**config.mk**
```make
export PLATFORM = sky130hd
export DESIGN_NAME = imm_extend_stage
export DESIGN_NICKNAME = d
export VERILOG_FILES = /design/src/rtl/imm_extend_stage.sv
export SDC_FILE = /design/constraint.sdc
export NUM_CORES = 1
export LEC_CHECK = 0
export BUFFER_PORTS_ARGS = -buffer_cell sky130_fd_sc_hd__buf_2
export CORE_ASPECT_RATIO = 1.2
export CORE_MARGIN = 2
export CORE_UTILIZATION = 51
export CTS_CLUSTER_DIAMETER = 120
export DETAILED_ROUTE_END_ITERATION = 8
export PLACE_DENSITY = 0.76
export SETUP_SLACK_MARGIN = 0.1
export SLEW_MARGIN = 10
export SYNTH_ARGS = -nofsm -noshare
export SYNTH_HDL_FRONTEND = slang
export SYNTH_SLANG_ARGS = --single-unit
```
**constraint.sdc**
```tcl
create_clock -name clk -period 1.95 [get_ports clk]
set_input_delay 0.195 -clock clk [delete_from_list [all_inputs] [get_ports clk]]
set_output_delay 0.195 -clock clk [all_outputs]
set_load 0.005 [all_outputs]
```
**src/rtl/imm_extend_stage.sv**
```systemverilog
// ============================================================================
//  Module      : imm_extend_stage
//  Description : RISC-V immediate extraction/extension stage with
//                valid/ready handshaking, optional 2-entry skid buffer and
//                a saturating counter of accepted illegal immediates.
//  Revision    : 1.0 - initial release
// ============================================================================
`default_nettype none

module imm_extend_stage #(
  parameter int XLEN        = 32,
  parameter int AUTO_DECODE = 1,
  parameter int SKID        = 1
) (
  input  logic            clk,
  input  logic            rst_n,
  input  logic            in_valid,
  output logic            in_ready,
  input  logic [31:0]     in_instr,
  input  logic [2:0]      in_imm_src,
  output logic            out_valid,
  input  logic            out_ready,
  output logic [XLEN-1:0] out_imm,
  output logic [2:0]      out_type,
  output logic            out_illegal,
  output logic [31:0]     out_instr,
  input  logic            cnt_clr,
  output logic [7:0]      illegal_cnt
);

  // Payload layout: {imm, type, illegal, instr}
  localparam int PW = XLEN + 36;

  localparam logic [2:0] TYPE_I   = 3'd0;
  localparam logic [2:0] TYPE_S   = 3'd1;
  localparam logic [2:0] TYPE_B   = 3'd2;
  localparam logic [2:0] TYPE_J   = 3'd3;
  localparam logic [2:0] TYPE_U   = 3'd4;
  localparam logic [2:0] TYPE_Z   = 3'd5;
  localparam logic [2:0] TYPE_ILL = 3'd7;

  logic [2:0]      w_type;
  logic [XLEN-1:0] w_imm;
  logic            w_illegal;
  logic [PW-1:0]   w_entry;
  logic            w_in_ready;
  logic            w_out_valid;
  logic [PW-1:0]   w_head;
  logic            w_accept;
  logic            w_drain;
  logic [7:0]      cnt_q;
  logic [7:0]      cnt_d;

  // Resolve the immediate type from the opcode or from the explicit selector
  always_comb begin
    w_type = TYPE_ILL;
    if (AUTO_DECODE != 0) begin
      case (in_instr[6:0])
        7'b0010011,
        7'b0000011,
        7'b1100111: w_type = TYPE_I;
        7'b0011011: w_type = (XLEN == 64) ? TYPE_I : TYPE_ILL;
        7'b0100011: w_type = TYPE_S;
        7'b1100011: w_type = TYPE_B;
        7'b1101111: w_type = TYPE_J;
        7'b0110111,
        7'b0010111: w_type = TYPE_U;
        7'b1110011: w_type = in_instr[14] ? TYPE_Z : TYPE_I;
        default:    w_type = TYPE_ILL;
      endcase
    end else begin
      w_type = in_imm_src;
    end
  end

  // Extract and extend the immediate for the resolved type
  always_comb begin
    w_imm = '0;
    case (w_type)
      TYPE_I: w_imm = XLEN'($signed(in_instr[31:20]));
      TYPE_S: w_imm = XLEN'($signed({in_instr[31:25], in_instr[11:7]}));
      TYPE_B: w_imm = XLEN'($signed({in_instr[31], in_instr[7], in_instr[30:25],
                                     in_instr[11:8], 1'b0}));
      TYPE_J: w_imm = XLEN'($signed({in_instr[31], in_instr[19:12], in_instr[20],
                                     in_instr[30:21], 1'b0}));
      TYPE_U: w_imm = XLEN'($signed({in_instr[31:12], 12'b0}));
      TYPE_Z: w_imm = XLEN'(in_instr[19:15]);
      default: w_imm = '0;
    endcase
  end

  // Codes 110 and 111 are the unsupported types
  assign w_illegal = w_type[2] & w_type[1];
  assign w_entry   = {w_imm, w_type, w_illegal, in_instr};

  assign w_accept  = in_valid & w_in_ready;
  assign w_drain   = w_out_valid & out_ready;

  generate
    if (SKID != 0) begin : g_skid
      localparam logic [1:0] ST_EMPTY = 2'd0;
      localparam logic [1:0] ST_ONE   = 2'd1;
      localparam logic [1:0] ST_TWO   = 2'd2;

      logic [1:0]    state_q, state_d;
      logic [PW-1:0] head_q, head_d;
      logic [PW-1:0] spare_q, spare_d;
      logic          in_ready_q, in_ready_d;

      // Skid buffer occupancy: head is the visible entry, spare catches the
      // input that arrives while the head is stalled
      always_comb begin
        state_d = state_q;
        head_d  = head_q;
        spare_d = spare_q;
        case (state_q)
          ST_EMPTY: begin
            if (w_accept) begin
              head_d  = w_entry;
              state_d = ST_ONE;
            end
          end
          ST_ONE: begin
            case ({w_accept, w_drain})
              2'b10: begin
                spare_d = w_entry;
                state_d = ST_TWO;
              end
              2'b01: state_d = ST_EMPTY;
              2'b11: head_d  = w_entry;
              default: state_d = ST_ONE;
            endcase
          end
          ST_TWO: begin
            if (w_drain) begin
              head_d  = spare_q;
              state_d = ST_ONE;
            end
          end
          default: state_d = ST_EMPTY;
        endcase
        // Ready is registered so it never depends on out_ready combinationally
        in_ready_d = (state_d != ST_TWO);
      end

      // Skid buffer state registers
      always_ff @(posedge clk or negedge rst_n) begin
        if (!rst_n) begin
          state_q    <= ST_EMPTY;
          head_q     <= '0;
          spare_q    <= '0;
          in_ready_q <= 1'b0;
        end else begin
          state_q    <= state_d;
          head_q     <= head_d;
          spare_q    <= spare_d;
          in_ready_q <= in_ready_d;
        end
      end

      assign w_in_ready  = in_ready_q;
      assign w_out_valid = (state_q != ST_EMPTY);
      assign w_head      = head_q;
    end else begin : g_pipe
      logic          valid_q, valid_d;
      logic [PW-1:0] head_q, head_d;
      logic          run_q, run_d;

      // Single pipeline register; run_q holds ready low until the first
      // edge after reset release
      always_comb begin
        head_d  = head_q;
        valid_d = valid_q;
        run_d   = 1'b1;
        if (w_accept) begin
          head_d  = w_entry;
          valid_d = 1'b1;
        end else if (w_drain) begin
          valid_d = 1'b0;
        end
      end

      // Pipeline register state
      always_ff @(posedge clk or negedge rst_n) begin
        if (!rst_n) begin
          valid_q <= 1'b0;
          head_q  <= '0;
          run_q   <= 1'b0;
        end else begin
          valid_q <= valid_d;
          head_q  <= head_d;
          run_q   <= run_d;
        end
      end

      assign w_in_ready  = run_q & (~valid_q | out_ready);
      assign w_out_valid = valid_q;
      assign w_head      = head_q;
    end
  endgenerate

  // Saturating illegal counter; clear dominates a coincident increment
  always_comb begin
    cnt_d = cnt_q;
    if (cnt_clr) begin
      cnt_d = 8'd0;
    end else if (w_accept && w_illegal && (cnt_q != 8'hFF)) begin
      cnt_d = cnt_q + 8'd1;
    end
  end

  // Illegal counter register
  always_ff @(posedge clk or negedge rst_n) begin
    if (!rst_n) begin
      cnt_q <= 8'd0;
    end else begin
      cnt_q <= cnt_d;
    end
  end

  assign in_ready    = w_in_ready;
  assign out_valid   = w_out_valid;
  assign {out_imm, out_type, out_illegal, out_instr} = w_head;
  assign illegal_cnt = cnt_q;

endmodule

`default_nettype wire

```
* Word level (Yosys, flattened, before mapping)
Cells that the tools add are included.
** Storage, ports and cells
- Bits in registers :: 147
- Input port bits :: 40
- Output and inout port bits :: 78
- Logic and storage cells :: 57
** Operators by class
- Add/sub/neg operators :: 1
- Equal/unequal tests :: 24
- Multiplexer cells :: 13
- Bitwise operators :: 3
- Reduce and logical (&&, ||, !) cells :: 11
** Operator list (count)
- 68-bit 2-to-1 mux :: 3
- 68-bit one-hot mux with 3 select lines :: 1
- 32-bit one-hot mux with 6 select lines :: 1
- 7-bit equality test, second input constant :: 4
- 3-bit one-hot mux with 6 select lines :: 1
- 8-bit 2-to-1 mux :: 2
- 7-bit by 5-bit equality test with 1-bit output, second input constant :: 2
- 7-bit by 6-bit equality test with 1-bit output, second input constant :: 2
- 2-bit one-hot mux with 3 select lines :: 2
- 8-bit by 1-bit adder with 8-bit output, second input constant :: 1
- 8-bit != test, second input constant :: 1
- 7-bit by 2-bit equality test with 1-bit output, second input constant :: 1
- 2-bit equality test, second input constant :: 3
- 3-bit by 2-bit equality test with 1-bit output, second input constant :: 2
- 3-bit equality test, second input constant :: 2
- 2-bit != test, second input constant :: 3
- 2-bit by 1-bit equality test with 1-bit output, second input constant :: 2
- 2-bit 2-to-1 mux :: 2
- 4-bit AND reduction :: 1
- 2-bit nonzero test :: 2
- 1-bit AND :: 3
- 3-bit by 1-bit equality test with 1-bit output, second input constant :: 1
- 3-bit zero test :: 1
- 3-bit 2-to-1 mux :: 1
- other kinds (7) :: 8

* Logic depth before layout (Yosys ltp)
Gate-level depths: netlist (run 1).
- Depth in word-level cells :: 8
- Gate-level depth with buffers :: 8

* Least setup slack after synthesis (run 1)
OpenSTA, ideal clock, no wires.
- Path kind :: input-to-reg
- Start point :: input port in_instr[6]
- End point :: register g_skid.head_q[64]
- Library setup time :: 0.094 ns
- Arrival time :: 1.750 ns
- Data required time :: 1.856 ns
- Path slack :: 0.106 ns
- Stages on the path :: 8
- Cell sequence :: buf_4 -> nor2_1 -> a32oi_1 -> or4_1 -> clkbuf_1 -> and2_1 -> buf_6 -> a221oi_2
** On the way
- Word-level cells in the longest chain between the ends :: 7
- Elaborated cells on any way between the ends :: 22
- Those cells by class :: 14 x eq/ne; 5 x mux; 3 x reduce/logical
** RTL lines
- start, declared :: line 19 : input logic [31:0] in_instr,
- 7-bit by 5-bit equality test with 1-bit output, or another cell as far along :: line 58 : case (in_instr[6:0])
- 3-bit OR reduction / 2-bit OR reduction (equally long branches) :: line 58
- 3-bit one-hot mux with 6 select lines * :: line 58
- 3-bit equality test, or another cell as far along :: line 79 : case (w_type)
- 32-bit one-hot mux with 6 select lines * :: line 79
- 68-bit 2-to-1 mux (on tied branches) :: line 124, 118
- 68-bit one-hot mux with 3 select lines * :: line 116 : case (state_q)
- end signal, assigned :: line 150 : head_q <= '0;
- end signal, assigned :: line 155 : head_q <= head_d;
- end, declared :: line 106 : logic [PW-1:0] head_q, head_d;
Every way passes the cells marked *; elsewhere a longest branch is shown, timed or not. The select of a mux whose other input is x is not followed.
A chain may end at the register's enable or synchronous reset.

* Worst setup path after layout (run 1)
- Start point :: register g_skid.in_ready_q, in the netlist in_ready
- End point :: register g_skid.head_q[54]
** On the way
- Word-level cells in the longest chain between the ends :: 4
- Elaborated cells on any way between the ends :: 5
- Those cells by class :: 3 x eq/ne; 1 x bitwise; 1 x reduce/logical
** RTL lines
- start, declared :: line 108 : logic in_ready_q, in_ready_d;
- start signal, assigned :: line 157 : in_ready_q <= in_ready_d;
- 1-bit AND * :: line 96 : assign w_accept = in_valid & w_in_ready;
- 2-bit equality test :: line 124 : case ({w_accept, w_drain})
- 2-bit by 1-bit != test with 1-bit output (no line)
- 4-bit AND reduction (no line) *
Every way passes the cells marked *; elsewhere a longest branch is shown, timed or not.

==> reports/metrics.yaml, run 1 <==
clockRootBuffer: "clkbuf_16"
synth_fa_ha_area_frac: 0.001827
cts_buffers: 17
path_cells: "nand3b_1, or2_2, nor2_1, buf_4, a221o_1, a31oi_1"
antenna_cells: 0
drc: 0
grt_pass1_vias: 6002
power.total_mw: 12.30
setup_tns_ns: 0
status: "finished clean"
irDropWorstVdd_uv: 590.1
cp_slowest_cell: "dfrtp_1"
ys_ff_latch: 147
synth.area.top_cells: "dfrtp_1, nand2_1, nor2_1"
grt_overflow: 0
die_x_um: 109.8
drive_gt1_frac: 0.2413
antenna_found_initial: 0
yosys.area_share.simple: 0.2472
core-area_um2: 13180
core.rowCount: 46
final_cell_mix: "nand2_1, dfrtp_1, nor2_1"
fin_crit_sh: 0.9168
cap_violations: 0
wl_um: 18710
clk_latency_ns: 0.42
synth_edf_count: 0
start_kind: "flop"
first_pass_iters: 5
max_stage_delay_ns: 0.41
yosysSeqAreaShare: 0.5371
critPathKind: "flop to flop"
grt_max_degree: 50
numPortBuffers: 114
slew_headroom: 0.5682
drt_iter0_drc: 499
hold_class: "input pin to flop"
io_pins: 118
hold_viol_final: 0
dieArea_um2: 14380
synthesis.area_um2: 6849
nNetsFinal: 953
timing.final.max_slew_violations: 0
synthCells: 781
gp_congestion: 0.9024
yosysUniqueCellTypes: 49
area_growth_pct: 24.83
synth_top_area_share: 0.5371
clock_skew_ns: 0.006094
syn_nets: 822
grt_pass1_wl_um: 30070
vias: 6218
ys.flop_type: "dfrtp_1"
final_common_cell: "nand2_1"
n_fill_cell: 1125
synth_top_family_by_area: "simple AND/OR/NAND/NOR gates"
numClockSinks: 147
die_h_um: 130.9
place_hpwl_um: 12490
grt_use_total: 0.2720
yosys_warnings: 0
setup_viol: 0
path_clk_slew_ns: 0.06
grt_setup_unrepaired: "true"
cp.arrival_ns: 2.12
cts_buffer_depth: 2
p_leak_nw: 3.935
muxShareOfSynthArea: 0.009317
synth_area_per_cell_um2: 8.770
postRouteAntennaNets: 0
cts_tree: "done"
synth-xor-area-share: 0.002558
async_flop_share: 1.000
end_kind: "flop"
critical_path_required_ns: 2.28
power_density_nw_per_um2: 1438
htreeDepth: 4
start_util: 0.5197
period_minus_slack_ns: 1.788
tightest_slew_ns: 0.6453
synth-compound-area-share: 0.1661
wl_per_cell_um: 17.14
fmax_mhz: 559.3
crit_buf_inv: 1
via_per_inst: 5.694
synth_top_cell_by_area: "dfrtp_1"
worst-path-max-fanout: 8
path_delay_family: "simple AND/OR/NAND/NOR gates"
[power by group]
part	internal (mW)	switching [mW]	total, mW
registers	4.39	0.734	5.13
logic	1.77	2.07	3.85
clock network	2.03	1.29	3.32
total	8.20	4.10	12.3
[per-stage QoR]
step,setup WS (ns),util,hold WS (ns),std cells,cell area (µm²)
floorplan,0.1065,-,-0.1006,781,6849
global placement,0.1002,0.5979,0.1558,1057,7880
detailed placement,0.04400,0.5979,0.1530,1057,7880
CTS,0.1006,0.6442,0.002552,1089,8491
global route,0.06932,0.6487,0.005667,1092,8549
finish,0.1622,0.6487,0.01933,1092,8549
[path summary, 6_finish.rpt]
path                                     from                 end  cells after the start  slack (ns)
max                                  in_ready   g_skid.head_q[54]                      6        0.16
min                              in_instr[13]  g_skid.spare_q[13]                      3        0.02
max reg2reg                          in_ready   g_skid.head_q[54]                      6        0.16
min reg2reg                g_skid.spare_q[31]  g_skid.spare_q[31]                      2        0.47
max in group asynchronous               rst_n  g_skid.spare_q[56]                      3        0.90
min in group asynchronous               rst_n  g_skid.spare_q[65]                      2        0.28
[logic make-up after synthesis]
group,count (synthesis)
buffers and inverters,59
XOR/XNOR,2
multiplexers,6
AO/OA/AOI/OAI,159
flip-flops,147
adder cells (fa/ha/maj),1
AND/OR/NAND/NOR,407
[sequential cells by signal (all words and copies together) (netlist names)]
register,cells
in_ready,1
illegal_cnt,8
g_skid.state_q,2
g_skid.spare_q,68
g_skid.head_q,68
[synth_stat cells, types with 2 or more instances]
cell      instances
nand3_1          12
a22oi_1           4
clkbuf_1         43
a21oi_1          10
a221o_1           8
mux2i_1           3
buf_4             3
or3_1             2
buf_2             5
nand2_1         199
buf_1             3
mux2_2            3
a211oi_1          8
o21ai_0          28
nor3b_1           2
inv_1             4
nor2b_1          15
nor4_1            3
a31oi_1          61
a221oi_1          4
xor2_1            2
nor4_2            2
nand2b_1          5
and2_1            2
nor2_1          141
nand3b_1          3
or4_1             2
a311oi_1          8
a221oi_2         10
dfrtp_1         147
nand4_1           2
nor3_1           13
or2_2             2
o22ai_1           7
[tightest hold or removal path, stage by stage]
cell and delay, ns:
buf_2 0.12, nand2_1 0.05, nand2_1 0.05
[layer usage]
layer	routed length (µm)	share of wire	GRT usage	vias up
li1	-	-	-	2957
met1	7810	0.42	0.3522	2994
met2	9379	0.50	0.4504	227
met3	1003	0.054	0.04613	40
met4	519	0.028	0.1162	0
met5	0	0	0	-
[cell type report]
type                    count  area [µm²]  area share
well taps                 168       210.2     0.02459
clock inverters            13       158.9     0.01859
repair buffers            167        1077      0.1260
flip-flops and latches    147        3679      0.4303
multi-input cells         575        2970      0.3474
inverters                   4       15.01    0.001756
clock buffers              18       439.2     0.05137
[timing repair]
item	4_1_cts	5_1_grt
pin swaps	0	1
gates resized for setup	1	4
endpoints found under the hold margin	42	0
setup buffers	0	2
setup endpoints to repair	10	23
hold buffers	1	0
cloned	0	1
No activity file was read; power rests on OpenSTA's default activity.
==> run 2, diff against run 1 <==
Settings changed: BUFFER_PORTS_ARGS -buffer_cell sky130_fd_sc_hd__buf_2 to not set, CORE_UTILIZATION 51 to 60, DONT_BUFFER_PORTS set to 1.
Clock period 1.95 ns to 1.9 ns, I/O delays scaled along.
==> reports/metrics.yaml, run 2 (synthesis gave the netlist of run 1 again) <==
place_hpwl_um: 11800
dieArea_um2: 12290
cap_violations: 0
first_pass_iters: 5
antenna_cells: 0
irDropWorstVdd_uv: 662.4
critical_path_required_ns: 2.25
numPortBuffers: 0
path_cells: "ha_2, nand3_2, o311a_4, o21ai_4, buf_6, or4_1, nand2_1"
grt_pass1_wl_um: 30860
p_int_mw: 7.882
p_leak_nw: 3.555
core-area_um2: 11090
grt_setup_unrepaired: "false"
fin_crit_sh: 0.9157
hold_viol_final: 147
power_density_nw_per_um2: 1444
vias: 6144
htreeDepth: 4
cts_tree: "done"
comb_power_share: 0.256
wl_um: 19020
core.rowCount: 42
cts_buffers: 17
rr_worst_depth: 7
area_growth_pct: 20.20
final_cell_mix: "nand2_1, dfrtp_1, nor2_1"
power.total_mw: 11.89
grt_overflow: 0
postRouteAntennaNets: 0
gp_congestion: 0.8872
grt_pass1_vias: 6215
path_clk_slew_ns: 0.06
p_switching_mw: 4.004
drc: 0
hold_class: "input pin to asynchronous set/reset pin"
p_clk_frac: 0.280
cp.arrival_ns: 2.09
tightest_slew_ns: 0.6006
seqPwrFrac: 0.464
clk_latency_ns: 0.42
start_util: 0.6177
slew_headroom: 0.5954
antenna_found_initial: 0
clockRootBuffer: "clkbuf_16"
die_x_um: 101.5
setup_tns_ns: 0
numClockSinks: 147
timing.final.max_slew_violations: 0
clock_skew_ns: 0.005768
hold_ws_ns: -0.5329
status: "complete, but fails checks"
period_minus_slack_ns: 1.740
worst-path-max-fanout: 6
via_per_inst: 6.238
setup_viol: 0
nNetsFinal: 859
swShare: 0.3369
max_stage_delay_ns: 0.47
drive_gt1_frac: 0.1203
die_h_um: 121.0
violations: "hold timing"
fmax_mhz: 574.8
final_common_cell: "nand2_1"
cts_buffer_depth: 2
start_kind: "flop"
drt_iter0_drc: 595
critPathKind: "flop to flop"
grt_use_total: 0.3262
cp_slowest_cell: "or4_1"
end_kind: "flop"
grt_max_degree: 148
wl_per_cell_um: 19.31
io_pins: 118
[run 2: cell type report]
type | count | area [µm²]
well taps | 154 | 192.7
inverters | 4 | 15.01
flip-flops and latches | 147 | 3679
repair buffers | 73 | 747.0
multi-input cells | 575 | 3012
clock inverters | 12 | 131.4
fillers | 775 | 2855
clock buffers | 20 | 456.7
[run 2: metrics by stage]
stage	utilization	worst slack (ns)	instance area, µm²	hold slack [ns]	std cells
after floorplan	-	0.1075	6867	-0.1056	781
after global placement	0.6511	0.09369	7219	-0.1012	915
after detailed placement	0.6511	0.01562	7219	-0.1019	915
after CTS	0.7363	0.1030	8164	-0.5483	982
after global routing	0.7425	0.1009	8233	-0.5539	985
final	0.7425	0.1603	8233	-0.5329	985
[run 2: critical path, delay by kind of cell, from the launching register on]
family	cells	cell delay [ns]
AND/OR/NAND/NOR	3	0.65
flip-flops	1	0.39
adder cells (fa/ha/maj)	1	0.21
AO/OA/AOI/OAI	2	0.27
buffers and inverters	1	0.14
[run 2: routing by layer]
layer	part of all wire	up-vias	global-route usage
met1	0.37	3037	0.3810
met2	0.51	284	0.5530
met5	0	-	0
met3	0.079	55	0.08295
li1	-	2768	-
met4	0.037	0	0.1588
[run 2: final timing paths]
check | start | endpoint | slack [ns]
min in group clk | in_instr[6] | g_skid.spare_q[6] | 0.01
hold reg to reg | g_skid.spare_q[0] | g_skid.spare_q[0] | 0.47
setup reg to reg | illegal_cnt[0] | illegal_cnt[3] | 0.16
setup / recovery | illegal_cnt[0] | illegal_cnt[3] | 0.16
hold / removal | rst_n | g_skid.head_q[43] | -0.53
max in group asynchronous | rst_n | g_skid.head_q[37] | 2.30
[run 2: power groups by stage]
stage	sequential [mW]	clock (mW)	combinational (mW)
floorplan	5.25	0	2.20
global placement	5.49	0	2.72
detailed placement	5.56	0	2.85
CTS	5.51	3.36	2.97
global route	5.68	3.49	3.44
finish	5.52	3.33	3.04
[run 2: repair_timing]
action,CTS,global route
endpoints found under the hold margin,252,148
setup endpoints to repair,40,50
resized for setup,3,8
hold buffers,34,1
pin swaps,3,3
setup buffers,1,2
==> run 3, diff against run 2 <==
Settings changed: CORE_UTILIZATION 60 to 45, PLACE_DENSITY 0.76 to not set.
Clock period 1.9 ns to 2.1 ns, I/O delays scaled along.
==> reports/metrics.yaml, run 3 (synthesis gave the netlist of run 1 again) <==
status: "complete, but fails checks"
violations: "hold timing"
core.rowCount: 49
cts_hold_buf: 34
path_delay_family: "flip-flops"
rr_worst_depth: 7
core-area_um2: 14960
critical_path_required_ns: 2.41
start_util: 0.4578
wl_um: 18840
worst-path-max-fanout: 5
period_minus_slack_ns: 1.906
gp_congestion: 0.8552
nNetsFinal: 847
path_clk_slew_ns: 0.06
reg2reg_slack_ns: 0.19
power_density_nw_per_um2: 1341
grt_pass1_vias: 5822
cts_buffers: 17
via_per_inst: 5.725
die_h_um: 139.1
first_pass_iters: 5
postRouteAntennaNets: 0
tightest_slew_ns: 0.6079
crit_buf_inv: 1
hold_class: "input pin to asynchronous set/reset pin"
cp_slowest_cell: "dfrtp_1"
clockRootBuffer: "clkbuf_16"
area_growth_pct: 18.87
wl_per_cell_um: 18.43
n_fill_cell: 1402
timing.final.max_slew_violations: 0
timing.rr.start: "illegal_cnt[0]"
drive_gt1_frac: 0.1002
cp.arrival_ns: 2.21
vias: 5851
setup_viol: 0
placed_cells: 956
setup_tns_ns: 0
fin_crit_sh: 0.9077
drt_iter0_drc: 479
numClockSinks: 147
numPortBuffers: 0
grt_pass1_wl_um: 30240
finalNonFillerCells: 1022
io_pins: 118
start_kind: "flop"
dieArea_um2: 16230
path_cells: "ha_1, nand3_1, o311a_1, o21ai_2, buf_4, nor3_1, mux2_2"
antenna_found_initial: 0
cts_buffer_depth: 2
hold_ws_ns: -0.5134
grt_use_total: 0.2412
hold_viol_final: 147
drc: 0
cap_violations: 0
antenna_cells: 0
place_hpwl_um: 12190
grt_setup_unrepaired: "true"
irDropWorstVdd_uv: 618.3
cts_tree: "done"
max_stage_delay_ns: 0.42
end_kind: "flop"
final_common_cell: "nand2_1"
htreeDepth: 4
die_x_um: 116.6
final_cell_mix: "nand2_1, dfrtp_1, nor2_1"
grt_overflow: 0
clk_latency_ns: 0.42
critPathKind: "flop to flop"
grt_max_degree: 148
rr_endpoint: "illegal_cnt[6]"
slew_headroom: 0.5905
p_leak_nw: 3.503
clock_skew_ns: 0.005411
fmax_mhz: 524.6
## run 3: changes by cell type in the layout (fill, tap and decap cells not counted), sizes merged
| cell | change |
|---|---|
| buf | -11 |
| clkinvlp | -4 |
| bufinv | +3 |
| clkbuf | +2 |
| clkinv | -2 |
| dlygate4sd3 | -1 |
## run 3: worst max-delay path by stage
| stage | startpoint | end | slack (ns) | depth (start not counted) |
|---|---|---|---|---|
| floorplan | in_instr[6] | g_skid.head_q[64] | 0.24 | 8 |
| global placement | g_skid.state_q[0] | g_skid.head_q[49] | 0.20 | 6 |
| detailed placement | g_skid.state_q[0] | g_skid.head_q[52] | 0.11 | 6 |
| CTS | g_skid.state_q[0] | g_skid.head_q[53] | 0.10 | 6 |
| global route | g_skid.state_q[1] | g_skid.spare_q[39] | 0.09 | 7 |
| finish | illegal_cnt[0] | illegal_cnt[6] | 0.19 | 7 |
## run 3: report_power, final
part / total [mW] / internal, mW / switching, mW
Sequential: 5.00 / 4.09 / 0.913
Clock: 3.38 / 2.23 / 1.15
Combinational: 2.55 / 1.11 / 1.44
Total: 10.9 / 7.42 / 3.50
## run 3: stage by stage
step / power [mW] / area [µm²] / util / setup WS [ns] / hold WS [ns]
finish: 10.92 / 8142 / 0.5442 / 0.1938 / -0.5134
global route: 11.63 / 8142 / 0.5442 / 0.08965 / -0.5369
CTS: 10.96 / 8124 / 0.5431 / 0.1023 / -0.5301
detailed placement: 7.499 / 7126 / 0.4763 / 0.1105 / -0.07891
global placement: 7.362 / 7126 / 0.4763 / 0.1953 / -0.07926
floorplan: 6.728 / 6849 / - / 0.2415 / -0.08559
## run 3: area by class of cell
type	instances	area, µm²	area share
Clock buffer	22	484.2	0.05947
Clock inverter	9	173.9	0.02136
Inverter	4	15.01	0.001844
Multi-Input combinational cell	575	2963	0.3639
Sequential cell	147	3679	0.4518
Tap cell	204	255.2	0.03135
Timing Repair Buffer	61	571.8	0.07023
## run 3: timing repair
| item | in CTS | in global routing |
|---|---|---|
| setup buffers | 0 | 1 |
| resized for setup | 0 | 3 |
| hold endpoints to repair | 234 | 147 |
| setup endpoints to repair | 0 | 33 |
## run 3: metal layers
metal / global-route usage / part of all wire / up-vias
met2: 0.3957 / 0.50 / 186
met3: 0.05638 / 0.062 / 37
met4: 0.1040 / 0.031 / 0
li1: - / - / 2751
met1: 0.3028 / 0.41 / 2877
met5: 0 / 0 / -
